File: config.mk
export PLATFORM = sky130hd
export DESIGN_NAME = usb_host_xfer_flat
export DESIGN_NICKNAME = d
export VERILOG_FILES = /design/src/rtl/usb_host_xfer_if.sv /design/src/rtl/usb_host_xfer.sv /design/src/flat_wrapper.sv
export SDC_FILE = /design/constraint.sdc
export NUM_CORES = 1
export LEC_CHECK = 0
export ABC_CLOCK_PERIOD_IN_PS = 11500
export BUFFER_PORTS_ARGS = -buffer_cell sky130_fd_sc_hd__buf_2
export CAP_MARGIN = 25
export CORE_AREA = 2 2 143 145
export CTS_CLUSTER_DIAMETER = 80
export DETAILED_ROUTE_END_ITERATION = 10
export DIE_AREA = 0 0 145 147
export PLACE_DENSITY = 0.8
export SLEW_MARGIN = 40
export SYNTH_ARGS = -nofsm -noshare
export SYNTH_HDL_FRONTEND = slang
export SYNTH_SLANG_ARGS = --single-unit
export TNS_END_PERCENT = 100
File: constraint.sdc
create_clock -name clk -period 11.5 [get_ports clk]
set_input_delay 2.3 -clock clk [delete_from_list [all_inputs] [get_ports clk]]
set_output_delay 2.3 -clock clk [all_outputs]
set_load 0.05 [all_outputs]
File: src/rtl/usb_host_xfer_if.sv
// rtl/usb_host_xfer_if.sv - Command, payload, device request/response and completion bundle for usb_host_xfer
interface usb_host_xfer_if;
  logic        cmd_valid;
  logic        cmd_ready;
  logic [3:0]  cmd_pid;
  logic [6:0]  cmd_addr;
  logic [3:0]  cmd_ep;
  logic [15:0] cmd_len;
  logic        cmd_toggle;
  logic [7:0]  wr_data;
  logic        wr_valid;
  logic        wr_ready;
  logic        host_pkt_valid;
  logic [3:0]  host_pid;
  logic [6:0]  host_addr;
  logic [3:0]  host_ep;
  logic [15:0] host_data_len;
  logic        host_crc_err;
  logic [7:0]  host_data;
  logic        host_data_valid;
  logic        host_tx_valid;
  logic [3:0]  host_tx_pid;
  logic [7:0]  host_tx_data;
  logic [15:0] host_tx_len;
  logic [7:0]  rd_data;
  logic        rd_valid;
  logic        done_valid;
  logic [2:0]  done_status;
  logic [15:0] done_count;

  modport master (
    input  cmd_valid, cmd_pid, cmd_addr, cmd_ep, cmd_len, cmd_toggle,
    input  wr_data, wr_valid,
    input  host_tx_valid, host_tx_pid, host_tx_data, host_tx_len,
    output cmd_ready, wr_ready,
    output host_pkt_valid, host_pid, host_addr, host_ep, host_data_len, host_crc_err,
    output host_data, host_data_valid,
    output rd_data, rd_valid,
    output done_valid, done_status, done_count
  );

  modport slave (
    output cmd_valid, cmd_pid, cmd_addr, cmd_ep, cmd_len, cmd_toggle,
    output wr_data, wr_valid,
    output host_tx_valid, host_tx_pid, host_tx_data, host_tx_len,
    input  cmd_ready, wr_ready,
    input  host_pkt_valid, host_pid, host_addr, host_ep, host_data_len, host_crc_err,
    input  host_data, host_data_valid,
    input  rd_data, rd_valid,
    input  done_valid, done_status, done_count
  );
endinterface

File: src/rtl/usb_host_xfer.sv
// rtl/usb_host_xfer.sv - Host-side USB transaction initiator: token, data phase, response and handshake
module usb_host_xfer #(
  parameter int unsigned MAX_LEN = 64,
  parameter int unsigned TIMEOUT = 255
) (
  input logic             clk,
  input logic             rst_n,
  usb_host_xfer_if.master bus
);
  localparam logic [3:0] PID_OUT   = 4'h1;
  localparam logic [3:0] PID_IN    = 4'h9;
  localparam logic [3:0] PID_SETUP = 4'hD;
  localparam logic [3:0] PID_DATA0 = 4'h3;
  localparam logic [3:0] PID_DATA1 = 4'hB;
  localparam logic [3:0] PID_ACK   = 4'h2;
  localparam logic [3:0] PID_NAK   = 4'hA;
  localparam logic [3:0] PID_STALL = 4'hE;

  localparam logic [2:0] ST_ACK     = 3'd0;
  localparam logic [2:0] ST_NAK     = 3'd1;
  localparam logic [2:0] ST_STALL   = 3'd2;
  localparam logic [2:0] ST_TIMEOUT = 3'd3;
  localparam logic [2:0] ST_PROTO   = 3'd4;

  localparam logic [15:0] MAX_LEN_W = 16'(MAX_LEN);
  localparam logic [15:0] TMO_LAST  = 16'(TIMEOUT - 1);

  typedef enum logic [2:0] {IDLE, TOKEN, DHDR, DOUT, WAIT, RXDATA, HSK, DONE} state_e;

  state_e      state_q, state_d;
  logic [3:0]  pid_q, pid_d;
  logic [6:0]  addr_q, addr_d;
  logic [3:0]  ep_q, ep_d;
  logic [15:0] len_q, len_d;
  logic        toggle_q, toggle_d;
  logic [15:0] cnt_q, cnt_d;
  logic [15:0] tmo_q, tmo_d;
  logic [15:0] rxlen_q, rxlen_d;
  logic [2:0]  status_q, status_d;

  logic        cmd_ready_q, cmd_ready_d;
  logic        wr_ready_q, wr_ready_d;
  logic        pkt_valid_q, pkt_valid_d;
  logic [3:0]  hpid_q, hpid_d;
  logic [6:0]  haddr_q, haddr_d;
  logic [3:0]  hep_q, hep_d;
  logic [15:0] hlen_q, hlen_d;
  logic [7:0]  hdata_q, hdata_d;
  logic        hdata_valid_q, hdata_valid_d;
  logic [7:0]  rd_data_q, rd_data_d;
  logic        rd_valid_q, rd_valid_d;
  logic        done_valid_q, done_valid_d;
  logic [2:0]  done_status_q, done_status_d;
  logic [15:0] done_count_q, done_count_d;

  logic cmd_pid_ok, is_in, tx_is_data, tx_is_hsk;
  logic [2:0] hsk_status;

  function automatic logic [15:0] sat_inc(input logic [15:0] v);
    return (v == 16'hFFFF) ? v : v + 16'd1;
  endfunction

  assign cmd_pid_ok = (bus.cmd_pid == PID_OUT) || (bus.cmd_pid == PID_IN) || (bus.cmd_pid == PID_SETUP);
  assign is_in      = (pid_q == PID_IN);
  assign tx_is_data = (bus.host_tx_pid == PID_DATA0) || (bus.host_tx_pid == PID_DATA1);
  assign tx_is_hsk  = (bus.host_tx_pid == PID_ACK) || (bus.host_tx_pid == PID_NAK) ||
                      (bus.host_tx_pid == PID_STALL);
  assign hsk_status = (bus.host_tx_pid == PID_NAK)   ? ST_NAK :
                      (bus.host_tx_pid == PID_STALL) ? ST_STALL : ST_ACK;

  always_comb begin
    state_d       = state_q;
    pid_d         = pid_q;
    addr_d        = addr_q;
    ep_d          = ep_q;
    len_d         = len_q;
    toggle_d      = toggle_q;
    cnt_d         = cnt_q;
    tmo_d         = tmo_q;
    rxlen_d       = rxlen_q;
    status_d      = status_q;
    pkt_valid_d   = 1'b0;
    hpid_d        = 4'h0;
    haddr_d       = 7'h0;
    hep_d         = 4'h0;
    hlen_d        = 16'h0;
    hdata_d       = 8'h0;
    hdata_valid_d = 1'b0;
    rd_data_d     = 8'h0;
    rd_valid_d    = 1'b0;
    done_valid_d  = 1'b0;
    done_status_d = 3'd0;
    done_count_d  = 16'h0;

    case (state_q)
      IDLE: begin
        if (bus.cmd_valid && cmd_ready_q) begin
          pid_d    = bus.cmd_pid;
          addr_d   = bus.cmd_addr;
          ep_d     = bus.cmd_ep;
          len_d    = bus.cmd_len;
          toggle_d = bus.cmd_toggle;
          cnt_d    = 16'h0;
          tmo_d    = 16'h0;
          rxlen_d  = 16'h0;
          status_d = ST_ACK;
          if (!cmd_pid_ok || (bus.cmd_len > MAX_LEN_W)) begin
            status_d = ST_PROTO;
            state_d  = DONE;
          end else begin
            state_d = TOKEN;
          end
        end
      end
      TOKEN: begin
        pkt_valid_d = 1'b1;
        hpid_d      = pid_q;
        haddr_d     = addr_q;
        hep_d       = ep_q;
        hlen_d      = len_q;
        // The entry cycle of WAIT counts as the first silent cycle.
        tmo_d       = 16'd1;
        state_d     = is_in ? WAIT : DHDR;
      end
      DHDR: begin
        pkt_valid_d = 1'b1;
        hpid_d      = (pid_q == PID_OUT && toggle_q) ? PID_DATA1 : PID_DATA0;
        hlen_d      = len_q;
        tmo_d       = 16'd1;
        state_d     = (len_q == 16'h0) ? WAIT : DOUT;
      end
      DOUT: begin
        if (bus.wr_valid && wr_ready_q) begin
          hdata_d       = bus.wr_data;
          hdata_valid_d = 1'b1;
          cnt_d         = sat_inc(cnt_q);
          if (cnt_d == len_q) begin
            tmo_d   = 16'd1;
            state_d = WAIT;
          end
        end
      end
      WAIT: begin
        tmo_d = sat_inc(tmo_q);
        if (bus.host_tx_valid) begin
          if (tx_is_hsk) begin
            status_d = hsk_status;
            state_d  = DONE;
          end else if (tx_is_data && is_in) begin
            rxlen_d = bus.host_tx_len;
            if (bus.host_tx_len > len_q) begin
              status_d = ST_PROTO;
              state_d  = DONE;
            end else if (bus.host_tx_len == 16'h0) begin
              state_d = HSK;
            end else begin
              rd_data_d  = bus.host_tx_data;
              rd_valid_d = 1'b1;
              cnt_d      = sat_inc(cnt_q);
              tmo_d      = 16'd1;
              state_d    = (cnt_d == bus.host_tx_len) ? HSK : RXDATA;
            end
          end else begin
            status_d = ST_PROTO;
            state_d  = DONE;
          end
        end else if (tmo_q >= TMO_LAST) begin
          status_d = ST_TIMEOUT;
          state_d  = DONE;
        end
      end
      RXDATA: begin
        tmo_d = sat_inc(tmo_q);
        if (bus.host_tx_valid) begin
          if (tx_is_data) begin
            rd_data_d  = bus.host_tx_data;
            rd_valid_d = 1'b1;
            cnt_d      = sat_inc(cnt_q);
            tmo_d      = 16'd1;
            if (cnt_d == rxlen_q) state_d = HSK;
          end else begin
            status_d = ST_PROTO;
            state_d  = DONE;
          end
        end else if (tmo_q >= TMO_LAST) begin
          status_d = ST_TIMEOUT;
          state_d  = DONE;
        end
      end
      HSK: begin
        pkt_valid_d = 1'b1;
        hpid_d      = PID_ACK;
        status_d    = ST_ACK;
        state_d     = DONE;
      end
      DONE: begin
        done_valid_d  = 1'b1;
        done_status_d = status_q;
        done_count_d  = cnt_q;
        state_d       = IDLE;
      end
      default: state_d = IDLE;
    endcase

    // Ready only rises after a full IDLE cycle, which spaces back-to-back commands.
    cmd_ready_d = (state_q == IDLE) && (state_d == IDLE);
    wr_ready_d  = (state_d == DOUT) && (cnt_d < len_q);
  end

  always_ff @(posedge clk or negedge rst_n) begin
    if (!rst_n) begin
      state_q       <= IDLE;
      pid_q         <= 4'h0;
      addr_q        <= 7'h0;
      ep_q          <= 4'h0;
      len_q         <= 16'h0;
      toggle_q      <= 1'b0;
      cnt_q         <= 16'h0;
      tmo_q         <= 16'h0;
      rxlen_q       <= 16'h0;
      status_q      <= 3'd0;
      cmd_ready_q   <= 1'b0;
      wr_ready_q    <= 1'b0;
      pkt_valid_q   <= 1'b0;
      hpid_q        <= 4'h0;
      haddr_q       <= 7'h0;
      hep_q         <= 4'h0;
      hlen_q        <= 16'h0;
      hdata_q       <= 8'h0;
      hdata_valid_q <= 1'b0;
      rd_data_q     <= 8'h0;
      rd_valid_q    <= 1'b0;
      done_valid_q  <= 1'b0;
      done_status_q <= 3'd0;
      done_count_q  <= 16'h0;
    end else begin
      state_q       <= state_d;
      pid_q         <= pid_d;
      addr_q        <= addr_d;
      ep_q          <= ep_d;
      len_q         <= len_d;
      toggle_q      <= toggle_d;
      cnt_q         <= cnt_d;
      tmo_q         <= tmo_d;
      rxlen_q       <= rxlen_d;
      status_q      <= status_d;
      cmd_ready_q   <= cmd_ready_d;
      wr_ready_q    <= wr_ready_d;
      pkt_valid_q   <= pkt_valid_d;
      hpid_q        <= hpid_d;
      haddr_q       <= haddr_d;
      hep_q         <= hep_d;
      hlen_q        <= hlen_d;
      hdata_q       <= hdata_d;
      hdata_valid_q <= hdata_valid_d;
      rd_data_q     <= rd_data_d;
      rd_valid_q    <= rd_valid_d;
      done_valid_q  <= done_valid_d;
      done_status_q <= done_status_d;
      done_count_q  <= done_count_d;
    end
  end

  assign bus.cmd_ready       = cmd_ready_q;
  assign bus.wr_ready        = wr_ready_q;
  assign bus.host_pkt_valid  = pkt_valid_q;
  assign bus.host_pid        = hpid_q;
  assign bus.host_addr       = haddr_q;
  assign bus.host_ep         = hep_q;
  assign bus.host_data_len   = hlen_q;
  assign bus.host_crc_err    = 1'b0;
  assign bus.host_data       = hdata_q;
  assign bus.host_data_valid = hdata_valid_q;
  assign bus.rd_data         = rd_data_q;
  assign bus.rd_valid        = rd_valid_q;
  assign bus.done_valid      = done_valid_q;
  assign bus.done_status     = done_status_q;
  assign bus.done_count      = done_count_q;
endmodule
File: src/flat_wrapper.sv
// flat-port wrapper written by rule: the top's interface ports become plain ports
module usb_host_xfer_flat 
#(
  parameter int unsigned MAX_LEN = 64,
  parameter int unsigned TIMEOUT = 255
)
  (clk, rst_n, bus_cmd_valid, bus_cmd_pid, bus_cmd_addr, bus_cmd_ep, bus_cmd_len, bus_cmd_toggle, bus_wr_data, bus_wr_valid, bus_host_tx_valid, bus_host_tx_pid, bus_host_tx_data, bus_host_tx_len, bus_cmd_ready, bus_wr_ready, bus_host_pkt_valid, bus_host_pid, bus_host_addr, bus_host_ep, bus_host_data_len, bus_host_crc_err, bus_host_data, bus_host_data_valid, bus_rd_data, bus_rd_valid, bus_done_valid, bus_done_status, bus_done_count);
  usb_host_xfer_if bus_i ();
  input logic clk;
  input logic rst_n;
  input wire logic [$bits(bus_i.cmd_valid)-1:0] bus_cmd_valid;
  input wire logic [$bits(bus_i.cmd_pid)-1:0] bus_cmd_pid;
  input wire logic [$bits(bus_i.cmd_addr)-1:0] bus_cmd_addr;
  input wire logic [$bits(bus_i.cmd_ep)-1:0] bus_cmd_ep;
  input wire logic [$bits(bus_i.cmd_len)-1:0] bus_cmd_len;
  input wire logic [$bits(bus_i.cmd_toggle)-1:0] bus_cmd_toggle;
  input wire logic [$bits(bus_i.wr_data)-1:0] bus_wr_data;
  input wire logic [$bits(bus_i.wr_valid)-1:0] bus_wr_valid;
  input wire logic [$bits(bus_i.host_tx_valid)-1:0] bus_host_tx_valid;
  input wire logic [$bits(bus_i.host_tx_pid)-1:0] bus_host_tx_pid;
  input wire logic [$bits(bus_i.host_tx_data)-1:0] bus_host_tx_data;
  input wire logic [$bits(bus_i.host_tx_len)-1:0] bus_host_tx_len;
  output wire logic [$bits(bus_i.cmd_ready)-1:0] bus_cmd_ready;
  output wire logic [$bits(bus_i.wr_ready)-1:0] bus_wr_ready;
  output wire logic [$bits(bus_i.host_pkt_valid)-1:0] bus_host_pkt_valid;
  output wire logic [$bits(bus_i.host_pid)-1:0] bus_host_pid;
  output wire logic [$bits(bus_i.host_addr)-1:0] bus_host_addr;
  output wire logic [$bits(bus_i.host_ep)-1:0] bus_host_ep;
  output wire logic [$bits(bus_i.host_data_len)-1:0] bus_host_data_len;
  output wire logic [$bits(bus_i.host_crc_err)-1:0] bus_host_crc_err;
  output wire logic [$bits(bus_i.host_data)-1:0] bus_host_data;
  output wire logic [$bits(bus_i.host_data_valid)-1:0] bus_host_data_valid;
  output wire logic [$bits(bus_i.rd_data)-1:0] bus_rd_data;
  output wire logic [$bits(bus_i.rd_valid)-1:0] bus_rd_valid;
  output wire logic [$bits(bus_i.done_valid)-1:0] bus_done_valid;
  output wire logic [$bits(bus_i.done_status)-1:0] bus_done_status;
  output wire logic [$bits(bus_i.done_count)-1:0] bus_done_count;
  assign bus_i.cmd_valid = bus_cmd_valid;
  assign bus_i.cmd_pid = bus_cmd_pid;
  assign bus_i.cmd_addr = bus_cmd_addr;
  assign bus_i.cmd_ep = bus_cmd_ep;
  assign bus_i.cmd_len = bus_cmd_len;
  assign bus_i.cmd_toggle = bus_cmd_toggle;
  assign bus_i.wr_data = bus_wr_data;
  assign bus_i.wr_valid = bus_wr_valid;
  assign bus_i.host_tx_valid = bus_host_tx_valid;
  assign bus_i.host_tx_pid = bus_host_tx_pid;
  assign bus_i.host_tx_data = bus_host_tx_data;
  assign bus_i.host_tx_len = bus_host_tx_len;
  assign bus_cmd_ready = bus_i.cmd_ready;
  assign bus_wr_ready = bus_i.wr_ready;
  assign bus_host_pkt_valid = bus_i.host_pkt_valid;
  assign bus_host_pid = bus_i.host_pid;
  assign bus_host_addr = bus_i.host_addr;
  assign bus_host_ep = bus_i.host_ep;
  assign bus_host_data_len = bus_i.host_data_len;
  assign bus_host_crc_err = bus_i.host_crc_err;
  assign bus_host_data = bus_i.host_data;
  assign bus_host_data_valid = bus_i.host_data_valid;
  assign bus_rd_data = bus_i.rd_data;
  assign bus_rd_valid = bus_i.rd_valid;
  assign bus_done_valid = bus_i.done_valid;
  assign bus_done_status = bus_i.done_status;
  assign bus_done_count = bus_i.done_count;
  usb_host_xfer #(.MAX_LEN(MAX_LEN), .TIMEOUT(TIMEOUT)) u_core (.clk(clk), .rst_n(rst_n), .bus(bus_i));
endmodule
# [Word-level counts from Yosys, hierarchy flattened]
# Index checks and enable logic that the tools add are counted.
[word_totals] reg_bits=158 wordCells=172 out_inout_bits=73 inputBits=73
[op_classes] order_cmp=4 n_addsub=2 eq_ne=31 reduce_logical=26 n_mux=85
[ops] cell="$mux 16" n=26
[ops] cell="$pmux 16 s5" n=1
[ops] cell="$mux 3" n=26
[ops] cell="$mux 8" n=9
[ops] cell="$pmux 16 s4" n=1
[ops] cell="$eq 16x16->1" n=3
[ops] cell="$add 16x1->16 const B" n=2
[ops] cell="$eq 16x16->1 const B" n=2
[ops] cell="$logic_not 16->1" n=2
[ops] cell="$pmux 16 s2" n=1
[ops] cell="$eq 4x4->1 const B" n=6
[ops] cell="$pmux 3 s8" n=1
[ops] cell="$ge 16x8->1 const B" n=1
[ops] cell="$gt 16x16->1" n=1
[ops] cell="$gt 16x7->1 const B" n=1
[ops] cell="$lt 16x16->1" n=1
[ops] cell="$pmux 8 s2" n=1
[ops] cell="$eq 3x3->1 const B" n=4
[ops] cell="$pmux 3 s4" n=1
[ops] cell="$pmux 4 s3" n=1
[ops] cell="$mux 1" n=11
[ops] cell="$eq 3x2->1 const B" n=3
[ops] cell="$eq 4x1->1 const B" n=2
[ops] cell="$eq 4x2->1 const B" n=2
[ops] cell="21 further kinds" n=39

# [Longest topological paths before layout]
# Gate-level depths: netlist of run 1.
[logic_depth] ltp_word=12 depth_mapped=21

# [Worst setup path before layout of run 1]
# No wires, ideal clock.
[synth_path] path_type="input to register" startpoint="in bus_host_tx_len[14]" endpoint="reg u_core.wr_ready_q, in the netlist u_core.bus.wr_ready" required_time_ps=11432 path_slack_ps=5395 t_arrival_ps=6037 path_buffers=1 cell_stages=20 path_cell_list="ha_1 a21oi_1 nand2_1 a2111o_1 a211oi_1 o211ai_1 o21ai_1 clkbuf_1 a31oi_1 nor2_1 ha_1 a21o_1 a21oi_1 nor2b_1 o21ai_0 nand2b_1 a21oi_1 nor2_1 a2111oi_0 and4_1"
[synth_between] word_cells_on_any_way=19 cone_classes="order compare: 2; eq/ne: 2; mux: 13; reduce/logical: 2"
[synth_rtl] element="from (decl)" line_no="flat_wrapper.sv:22" source="input wire logic [$bits(bus_i.host_tx_len)-1:0] bus_host_tx_len;"
[synth_rtl] element="branches (longest 2 deep; another with $gt 16x16->1)"
[synth_rtl] element="$mux 16 *" line_no="usb_host_xfer.sv:151" source="if (bus.host_tx_len > len_q) begin"
[synth_rtl] element="$mux 16 *" line_no="usb_host_xfer.sv:149" source="end else if (tx_is_data && is_in) begin"
[synth_rtl] element="$mux 16 *" line_no="usb_host_xfer.sv:146" source="if (tx_is_hsk) begin"
[synth_rtl] element="$mux 16 *" line_no="usb_host_xfer.sv:145" source="if (bus.host_tx_valid) begin"
[synth_rtl] element="$pmux 16 s4 *" line_no="usb_host_xfer.sv:95" source="case (state_q)"
[synth_rtl] element="via u_core.cnt_d[9]" line_no="usb_host_xfer.sv:36" source="logic [15:0] cnt_q, cnt_d;"
[synth_rtl] element="$lt 16x16->1 *" line_no="usb_host_xfer.sv:207" source="wr_ready_d = (state_d == DOUT) && (cnt_d < len_q);"
[synth_rtl] element="$logic_and 1x1->1 *" line_no="usb_host_xfer.sv:207"
[synth_rtl] element="via u_core.wr_ready_d" line_no="usb_host_xfer.sv:42" source="logic wr_ready_q, wr_ready_d;"
[synth_rtl] element="to (signal assigned)" line_no="usb_host_xfer.sv:248" source="wr_ready_q <= wr_ready_d;"
[synth_rtl] element="to (decl)" line_no="usb_host_xfer.sv:42"
# Mark *: on every way through the listed nets, which the timed path passes.
# A chain may end at the register's enable or synchronous reset.

# [Worst setup path in the final report of run 1]
# Same ends and word-level chain as after synthesis.

==> results.py, run 1 <==
metrics = {
    "synth": {
        "avgSynthCellArea_um2": 9.03,
        "synth_cells": 1076,
        "synth_area_leaders": "dfrtp_1 41%, ha_1 4.4%, nand2_1 4.2%",
        "synth_area_um2": 9720,
        "netlist.area_leader.share": 0.407,
        "ys.flop_type": "dfrtp_1",
        "yosys.area.top_type": "dfrtp_1",
        "syn_nets": 1183,
        "synth_edf_count": 0,
        "synthArstFlopShare": 1.00,
        "yosys_warnings": 0,
        "ys_types": 87,
        "ys_ff_latch": 158,
        "yosysSeqAreaShare": 0.407,
    },
    "finish": {
        "syn_to_final_growth_pct": 16.6,
        "nNetsFinal": 1304,
        "final_common_cell": "dfrtp_1",
        "drive_gt1_frac": 0.209,
        "final_cell_mix": "158 x dfrtp_1, 144 x buf_2, 108 x nand2_1",
        "diodes": 0,
        "final_cell_area_um2": 11300,
    },
    "clock_tree": {
        "clk_latency_ps": 440,
        "postCtsResizedCells": 0,
        "cts_setup_buffers": 0,
        "path_clk_slew_ps": 70,
        "cts_sinks": 158,
        "cts_buffers": 17,
        "cts_hold_repair.buffers": 0,
        "clock_path_buffers": 2,
        "cts.htree.levels": 4,
        "cts-root-buf": "clkbuf_16",
        "cts_tree": "done",
    },
    "pwr": {
        "power_leakage_nw": 5.24,
        "ir_drop_mv": 0.156,
        "power_density_nw_per_um2": 207,
    },
    "placed_design": {
        "placed_area_um2": 10700,
        "dp_hpwl_um": 24500,
        "gp_congestion": 1.03,
        "port_buffers": 144,
    },
    "setup_path": {
        "crit_top_cell": "a21oi_1",
        "crit_buf_inv": 1,
        "cp_slowest_cell": "o21ai_2",
        "cp.arrival_ps": 7000,
        "r2r_slack_ps": 6160,
        "crit_type": "in -> reg",
        "path_delay_family": "compound AO/OA/AOI/OAI gates",
        "endpoint_kind": "register",
        "crit_chain": "buf_2, ha_1, a21oi_1, nand2_1, a2111o_1, a211oi_1, o211ai_1, o21ai_2, a31oi_1, nor2_1, ha_1, a21o_1, a21oi_1, nor2b_1, o21ai_0, nand2b_1, a21oi_1, nor2_1, a2111oi_0, and4_1",
        "max_stage_delay_ps": 630,
        "critPathLaunchType": "input port",
        "crit_fanout": 15,
        "worstPathRequired_ps": 11880,
    },
    "drt": {
        "wl_per_cell_um": 23.1,
        "drtAntennaViolNets": 0,
        "num_vias": 9530,
        "detail_route.vias_per_cell": 6.44,
        "initialDrtViolationCount": 1274,
        "wirelength_um": 34200,
        "drt_first_pass_iters": 6,
        "drc": 0,
    },
    "floorplan": {
        "top_level_ports": 146,
        "fp-row-count": 52,
        "initial_utilization": 0.490,
        "die_area_um2": 21300,
        "coreArea_um2": 19800,
        "fp.dieW_um": 145,
        "die_h_um": 147,
    },
    "timing": {
        "slew_headroom": 0.418,
        "hold_viol": 0,
        "fmax_ghz": 0.151,
        "min_period_ps": 6620,
        "rsz0062_at_grt": "no",
        "finalClockSkew_ps": 10.2,
        "fin_setup_tns_ps": 0,
        "fin_crit_sh": 0.576,
        "setup_violations": 0,
        "tightest_slew_ps": 865,
        "final_max_slew_viol_count": 0,
    },
    "worst_hold_path": {
        "hold_path_class": "reg -> reg",
    },
    "job": {
        "drv_cap": 0,
    },
    "status": {
        "status": "complete, no violations",
    },
    "global_route": {
        "grt_max_degree": 81,
        "grt_pass1_wl_um": 51800,
        "grt_usage": 0.317,
        "gr-total-overflow": 0,
        "antenna_found_initial": 0,
        "grt_pass1_vias": 8724,
    },
}
-- logic make-up after synthesis --
group                    share of synthesized area
other                                     0.000386
multiplexers                                0.0279
AO/OA/AOI/OAI                                0.186
buffers and inverters                       0.0420
flip-flops                                   0.407
XOR/XNOR                                    0.0325
adder cells (fa/ha/maj)                     0.0438
AND/OR/NAND/NOR                              0.261
-- cell usage after synthesis (5+ instances only) --
| library cell | count |
|---|---|
| nand2_1 | 108 |
| o21a_1 | 6 |
| and3_1 | 20 |
| and4_1 | 12 |
| buf_2 | 17 |
| nor2_1 | 60 |
| nand3_1 | 39 |
| and2_1 | 62 |
| ha_1 | 34 |
| o31ai_1 | 10 |
| o22ai_1 | 11 |
| nor4_1 | 26 |
| mux2i_1 | 8 |
| nor3b_1 | 7 |
| a21oi_1 | 70 |
| xor2_1 | 11 |
| or3_1 | 5 |
| nor3_1 | 20 |
| inv_1 | 36 |
| nand4_1 | 30 |
| nand2b_1 | 10 |
| mux2_2 | 17 |
| clkbuf_1 | 38 |
| dfrtp_1 | 158 |
| a211oi_1 | 7 |
| o211ai_1 | 11 |
| xnor2_1 | 25 |
| a21o_1 | 5 |
| o21ai_0 | 64 |
| a211o_1 | 6 |
| a31oi_1 | 14 |
| o21ai_1 | 16 |
| nor2b_1 | 11 |
-- worst paths after layout --
| path | startpoint | to | depth (start not counted) |
|---|---|---|---|
| worst max-delay path | bus_host_tx_len[14] | u_core.bus.wr_ready$_DFF_PN0_ | 20 |
| worst min-delay path | u_core.ep_q[0]$_DFFE_PN0P_ | u_core.bus.host_ep[0]$_DFF_PN0_ | 1 |
| worst max register to register | u_core.len_q[15]$_DFFE_PN0P_ | u_core.bus.wr_ready$_DFF_PN0_ | 20 |
| worst min register to register | u_core.ep_q[0]$_DFFE_PN0P_ | u_core.bus.host_ep[0]$_DFF_PN0_ | 1 |
| max in group asynchronous | rst_n | u_core.tmo_q[7]$_DFFE_PN0P_ | 2 |
| min in group asynchronous | rst_n | u_core.len_q[10]$_DFFE_PN0P_ | 1 |
-- layer usage --
metal	global-route usage	vias up	part of all wire
met3	0.0689	141	0.10
met4	0.159	0	0.059
met5	0	-	0
li1	-	4202	-
met1	0.439	4518	0.41
met2	0.470	669	0.42
-- power by group --
group / internal [mW] / switching, mW / total, mW
logic: 0.310 / 0.658 / 0.968
clock network: 0.292 / 0.273 / 0.565
registers: 0.682 / 0.127 / 0.809
total: 1.28 / 1.06 / 2.34
-- through the flow --
step / cells / hold WS [ps] / power (mW) / utilization / setup slack (ps)
2_1_floorplan: 1076 / 446 / 1.46 / - / 5390
3_3_place_gp: 1445 / 456 / 1.73 / 0.537 / 4500
3_5_place_dp: 1447 / 463 / 1.75 / 0.538 / 4310
4_1_cts: 1479 / 480 / 2.32 / 0.568 / 4750
5_1_grt: 1480 / 508 / 2.45 / 0.571 / 4630
6_report: 1480 / 477 / 2.34 / 0.571 / 4880
-- final cells by class --
class | instances | area, um^2
fillers | 1744 | 8520
flip-flops and latches | 158 | 3950
clock inverters | 15 | 171
clock buffers | 17 | 425
well taps | 270 | 338
repair buffers | 164 | 902
inverters | 36 | 135
multi-input cells | 820 | 5400
-- flip-flops by register name, indices dropped and copies added (netlist names), 8 cells and up --
signal	count
u_core.len_q	16
u_core.bus.rd_data	8
u_core.bus.host_data	8
u_core.rxlen_q	16
u_core.bus.host_data_len	16
u_core.tmo_q	16
u_core.cnt_q	16
u_core.bus.done_count	16
Power figures use the tool's default switching activity.
==> run 2: changes to the inputs <==
- ABC_AREA: default -> 1
- ABC_CLOCK_PERIOD_IN_PS: 11500 -> 5400
- CORE_AREA: 2 2 143 145 -> 2 2 137 139
- DIE_AREA: 0 0 145 147 -> 0 0 139 141
- PLACE_DENSITY: 0.8 -> 0.84
- clock period: 11.5 -> 5.4 ns (I/O delays scaled with it)
==> run 2 against run 1 <==
Compared with the run above: die area decreased by 8.1%; clock skew fell by 0.70 ps; cell count is 5.4% higher; wire length decreased by 21%; area after synthesis down 8.0%; clock power increased by 120%; combinational power is 62% higher; largest power group is now sequential cells.
==> results.py, run 2 <==
metrics = {
    "synth": {
        "yosysSeqAreaShare": 0.442,
        "yosys.area.top_type": "dfrtp_1",
        "synthMuxAreaShare": 0,
        "synth_edf_count": 0,
        "ys_ff_latch": 158,
        "synth_area_leaders": "dfrtp_1 44%, nand2_1 12%, inv_1 6.8%",
        "synth-xor-area-share": 0.0155,
        "synth_commonest_cells": "282 x nand2_1, 161 x inv_1, 158 x dfrtp_1, 152 x nor2_1, 86 x nand3_1",
        "synth_compound_area_frac": 0.108,
        "synth.most_common_cell": "nand2_1",
        "ys_types": 53,
        "synthAdderAreaFrac": 0.0476,
        "synth_area_um2": 8940,
        "synthArstFlopShare": 1.00,
        "ys.flop_type": "dfrtp_1",
        "synth-simple-area-share": 0.300,
        "netlist.area_leader.share": 0.442,
        "synth_cells": 1170,
        "avgSynthCellArea_um2": 7.64,
        "syn_nets": 1277,
        "synth_top_family_by_area": "simple AND/OR/NAND/NOR gates",
        "yosys_warnings": 0,
    },
    "setup_path": {
        "cp.arrival_ps": 4600,
        "crit_type": "in -> reg",
        "crit_start": "bus_host_tx_len[15]",
        "r2r_slack_ps": 1350,
        "r2r_start": "u_core.len_q[3]$_DFFE_PN0P_",
        "crit_buf_inv": 2,
        "cp_slowest_cell": "inv_1",
        "endpoint_kind": "register",
        "crit_top_cell": "nand2_1",
        "crit_chain": "buf_2, ha_1, nand2_1, nor3_1, nand3_1, nand2_1, nand3_1, nand2_1, nand2_1, inv_1, o32ai_1, ha_1, a21oi_1, nor2_1, a211oi_1, o221a_2, nand4_1, a21oi_1, nand2_1, nor2_1",
        "r2r_end": "u_core.bus.wr_ready$_DFF_PN0_",
        "r2r_cells": 25,
        "endpoint": "u_core.bus.wr_ready$_DFF_PN0_",
        "critPathLaunchType": "input port",
        "max_stage_delay_ps": 340,
        "crit_fanout": 13,
        "worstPathRequired_ps": 5760,
        "cp_num_cells": 20,
        "path_delay_family": "simple AND/OR/NAND/NOR gates",
    },
    "floorplan": {
        "fp-row-count": 50,
        "coreArea_um2": 18300,
        "top_level_ports": 146,
        "die_area_um2": 19600,
        "initial_utilization": 0.489,
        "die_h_um": 141,
        "fp.dieW_um": 139,
    },
    "worst_hold_path": {
        "min_from": "u_core.ep_q[1]$_DFFE_PN0P_",
        "hold_path_class": "reg -> reg",
    },
    "finish": {
        "final_cell_area_um2": 10500,
        "seq_area_um2": 3950,
        "final_common_cell": "nand2_1",
        "final_cell_mix": "282 x nand2_1, 161 x inv_1, 158 x dfrtp_1",
        "syn_to_final_growth_pct": 17.4,
        "drive_gt1_frac": 0.170,
        "nNetsFinal": 1420,
        "multiInputGateArea_um2": 4220,
        "fillerInstances": 1665,
        "diodes": 0,
    },
    "global_route": {
        "grt_pass1_vias": 8073,
        "grt_max_degree": 64,
        "grt_pass1_wl_um": 42600,
        "gr-total-overflow": 0,
        "grt_usage": 0.276,
        "antenna_found_initial": 1,
    },
    "job": {
        "drv_cap": 0,
    },
    "timing": {
        "slew_headroom": 0.521,
        "fin_crit_sh": 0.784,
        "hold_viol": 0,
        "finalClockSkew_ps": 9.49,
        "whs_ps": 491,
        "tightest_slew_ps": 718,
        "final_max_slew_viol_count": 0,
        "fin_setup_tns_ps": 0,
        "min_period_ps": 4230,
        "rsz0062_at_grt": "no",
        "setup_violations": 0,
        "fmax_ghz": 0.236,
        "setup_ws_ps": 1170,
    },
    "clock_tree": {
        "cts_sinks": 158,
        "cts_tree": "done",
        "cts.htree.levels": 4,
        "cts-root-buf": "clkbuf_16",
        "cts_setup_buffers": 0,
        "postCtsResizedCells": 0,
        "clk_latency_ps": 430,
        "path_clk_slew_ps": 70,
        "clock_path_buffers": 2,
        "cts_hold_repair.buffers": 0,
        "cts_buffers": 17,
    },
    "drt": {
        "drt_first_pass_iters": 6,
        "drtAntennaViolNets": 0,
        "detail_route.vias_per_cell": 5.52,
        "initialDrtViolationCount": 959,
        "wl_per_cell_um": 17.4,
        "num_vias": 8607,
        "drc": 0,
        "wirelength_um": 27100,
    },
    "placed_design": {
        "port_buffers": 144,
        "gp_congestion": 0.982,
        "dp_hpwl_um": 20500,
        "placed_area_um2": 9890,
        "pre_cts_ws_ps": 876,
    },
    "pwr": {
        "switching_power_mw": 1.86,
        "power_leakage_nw": 5.59,
        "clock_power_share": 0.283,
        "seq_power_share": 0.358,
        "power_density_nw_per_um2": 418,
        "p_sw_frac": 0.425,
        "p_int_mw": 2.52,
        "combPwrFrac": 0.359,
        "power.total_mw": 4.38,
        "ir_drop_mv": 0.277,
    },
    "status": {
        "status": "complete, no violations",
    },
}
run 2: changes by cell type after synthesis, sizes merged, moves of 20 or more:
cell   before  now
inv        36  167
and3       20    0
nor2       60  161
xnor2      25    1
a21oi      71   30
nand3      41   89
nand2     109  296
and2       62    0
run 2: layout make-up:
| class | count | share of cell area |
|---|---|---|
| inverters | 170 | 0.0609 |
| flip-flops and latches | 158 | 0.377 |
| multi-input cells | 815 | 0.403 |
| repair buffers | 151 | 0.0743 |
| clock inverters | 14 | 0.0157 |
| well taps | 234 | 0.0279 |
| clock buffers | 18 | 0.0419 |
run 2: cells by family (layout without fill, tap and decap cells):
logic type / Yosys count / count (layout)
AO/OA/AOI/OAI: 160 / 160
XOR/XNOR: 15 / 15
adder cells (fa/ha/maj): 34 / 34
buffers and inverters: 197 / 353
flip-flops: 158 / 158
other: 1 / 1
AND/OR/NAND/NOR: 605 / 605
run 2: stage by stage:
stage,utilization,cells
global placement,0.541,1528
detailed placement,0.541,1528
floorplan,-,1170
finish,0.574,1560
global route,0.574,1560
CTS,0.574,1560
run 2: tightest hold or removal path: stages (launching register included):
cell and delay (ps):
dfrtp_1 320, inv_1 40, nor2_1 90
run 2: power groups by stage:
stage	combinational (mW)	sequential, mW	clock [mW]
floorplan	0.878	1.76	0
global placement	1.50	1.58	0
detailed placement	1.53	1.58	0
CTS	1.54	1.56	1.25
global route	1.72	1.60	1.30
finish	1.57	1.57	1.24
run 2: worst min path at each step:
| stage | to | slack (ps) | cells past startpoint |
|---|---|---|---|
| floorplan | u_core.toggle_q$_DFFE_PN0P_ | 440 | 2 |
| global placement | u_core.toggle_q$_DFFE_PN0P_ | 460 | 2 |
| detailed placement | u_core.toggle_q$_DFFE_PN0P_ | 470 | 2 |
| CTS | u_core.bus.host_addr[0]$_DFF_PN0_ | 490 | 2 |
| global route | u_core.bus.host_addr[0]$_DFF_PN0_ | 520 | 2 |
| finish | u_core.bus.host_ep[1]$_DFF_PN0_ | 490 | 2 |
run 2: layer usage:
| layer | GRT usage | share of wire |
|---|---|---|
| met3 | 0.0788 | 0.087 |
| met2 | 0.419 | 0.44 |
| met4 | 0.0957 | 0.027 |
| met1 | 0.383 | 0.44 |
| met5 | 0 | 0.00037 |
==> run 3: changes to the inputs <==
- ABC_CLOCK_PERIOD_IN_PS: 5400 -> 4450
- PLACE_DENSITY: 0.84 -> 0.81
- clock period: 5.4 -> 4.45 ns (I/O delays scaled with it)
==> run 3 against run 2 <==
Compared with the run above: clock power up 17%; non-clock buffer count increased by 10; wire length decreased by 0.93%; sequential power up 21%.
==> results.py, run 3 (synthesized netlist as in run 2, its figures left out) <==
metrics = {
    "status": {
        "status": "complete, no violations",
    },
    "timing": {
        "slew_headroom": 0.506,
        "tightest_slew_ps": 741,
        "fmax_ghz": 0.255,
        "setup_violations": 0,
        "fin_crit_sh": 0.883,
        "fin_setup_tns_ps": 0,
        "final_max_slew_viol_count": 0,
        "finalClockSkew_ps": 9.48,
        "setup_ws_ps": 522,
        "hold_viol": 0,
        "rsz0062_at_grt": "no",
        "min_period_ps": 3930,
    },
    "clock_tree": {
        "cts.htree.levels": 4,
        "cts_sinks": 158,
        "postCtsResizedCells": 0,
        "cts-root-buf": "clkbuf_16",
        "clk_latency_ps": 430,
        "cts_tree": "done",
        "path_clk_slew_ps": 60,
        "clock_path_buffers": 2,
        "cts_setup_buffers": 0,
        "cts_hold_repair.buffers": 0,
        "cts_buffers": 17,
    },
    "placed_design": {
        "dp_cells": 1538,
        "port_buffers": 144,
        "gp_congestion": 1.00,
        "dp_hpwl_um": 20100,
        "pre_cts_ws_ps": 455,
    },
    "drt": {
        "wl_per_cell_um": 17.1,
        "drt_first_pass_iters": 6,
        "drtAntennaViolNets": 0,
        "initialDrtViolationCount": 965,
        "wirelength_um": 26800,
        "drc": 0,
        "detail_route.vias_per_cell": 5.48,
        "num_vias": 8599,
    },
    "setup_path": {
        "cp.arrival_ps": 4280,
        "crit_fanout": 27,
        "endpoint_kind": "register",
        "critPathLaunchType": "register",
        "worstPathRequired_ps": 4810,
        "crit_type": "reg -> reg",
    },
    "floorplan": {
        "die_h_um": 141,
        "top_level_ports": 146,
        "fp.dieW_um": 139,
        "die_area_um2": 19600,
        "initial_utilization": 0.489,
        "coreArea_um2": 18300,
        "fp-row-count": 50,
    },
    "global_route": {
        "grt_usage": 0.275,
        "grt_pass1_vias": 8313,
        "grt_pass1_wl_um": 42700,
        "grt_max_degree": 99,
        "gr-total-overflow": 0,
        "antenna_found_initial": 0,
    },
    "finish": {
        "nNetsFinal": 1430,
        "final_common_cell": "nand2_1",
        "drive_gt1_frac": 0.175,
        "instances_no_fill": 1569,
        "syn_to_final_growth_pct": 18.2,
        "diodes": 0,
        "final_cell_mix": "282 x nand2_1, 161 x inv_1, 158 x dfrtp_1",
        "seq_area_um2": 3950,
        "fillerInstances": 1686,
        "multiInputGateArea_um2": 4220,
    },
    "job": {
        "drv_cap": 0,
    },
    "pwr": {
        "ir_drop_mv": 0.344,
        "power_leakage_nw": 5.62,
        "power_density_nw_per_um2": 502,
    },
    "worst_hold_path": {
        "hold_path_class": "in -> async",
    },
}
-- run 3: cell type report --
cell class                 instances  area share
inverter                         170      0.0605
tap                              234      0.0277
sequential                       158       0.374
clock inverter                    12      0.0123
clock buffer                      19      0.0429
multi-input combinational        815       0.400
timing repair buffer             161      0.0824
-- run 3: routing by layer --
layer | track usage | up-vias | share of wire
met2 | 0.424 | 430 | 0.45
met1 | 0.390 | 4006 | 0.43
li1 | - | 4112 | -
met5 | 0 | - | 0
met3 | 0.0550 | 51 | 0.093
met4 | 0.0999 | 0 | 0.024
-- run 3: critical path: stages, from the launching register on --
cell and delay [ps]:
dfrtp_1 540, ha_1 340, nand3_4 140, clkinv_2 120, nand4_4 410, nand2_1 430
inv_1 140, o32ai_1 440, ha_1 320, nand2_1 90, nor2_1 60, a211oi_1 170
o221a_2 250, nand4_1 110, a21oi_1 120, nand2_1 60, nor2_1 100
-- run 3: power breakdown --
| part | switching (mW) | total, mW | internal (mW) |
|---|---|---|---|
| clock | 0.636 | 1.45 | 0.814 |
| sequential | 0.193 | 1.90 | 1.71 |
| combinational | 1.37 | 1.95 | 0.574 |
-- run 3: final timing paths --
path / slack, ps / startpoint / to / depth (start not counted)
setup reg to reg: 520 / u_core.cnt_q[0]$_DFF_PN0_ / u_core.bus.wr_ready$_DFF_PN0_ / 16
max in group asynchronous: 3200 / rst_n / u_core.status_q[0]$_DFFE_PN0P_ / 2
hold / removal: 480 / rst_n / u_core.bus.host_data_len[15]$_DFF_PN0_ / 1
min in group clk: 480 / u_core.toggle_q$_DFFE_PN0P_ / u_core.toggle_q$_DFFE_PN0P_ / 2
setup / recovery: 520 / u_core.cnt_q[0]$_DFF_PN0_ / u_core.bus.wr_ready$_DFF_PN0_ / 16
hold reg to reg: 480 / u_core.toggle_q$_DFFE_PN0P_ / u_core.toggle_q$_DFFE_PN0P_ / 2
-- run 3: metrics by stage --
| stage | cell area [um^2] | power, mW | hold WS [ps] | utilization |
|---|---|---|---|---|
| floorplan | 8940 | 3.20 | 443 | - |
| global placement | 9980 | 3.78 | 466 | 0.546 |
| detailed placement | 9980 | 3.82 | 473 | 0.546 |
| CTS | 10600 | 5.28 | 489 | 0.578 |
| global route | 10600 | 5.62 | 515 | 0.578 |
| finish | 10600 | 5.30 | 475 | 0.578 |
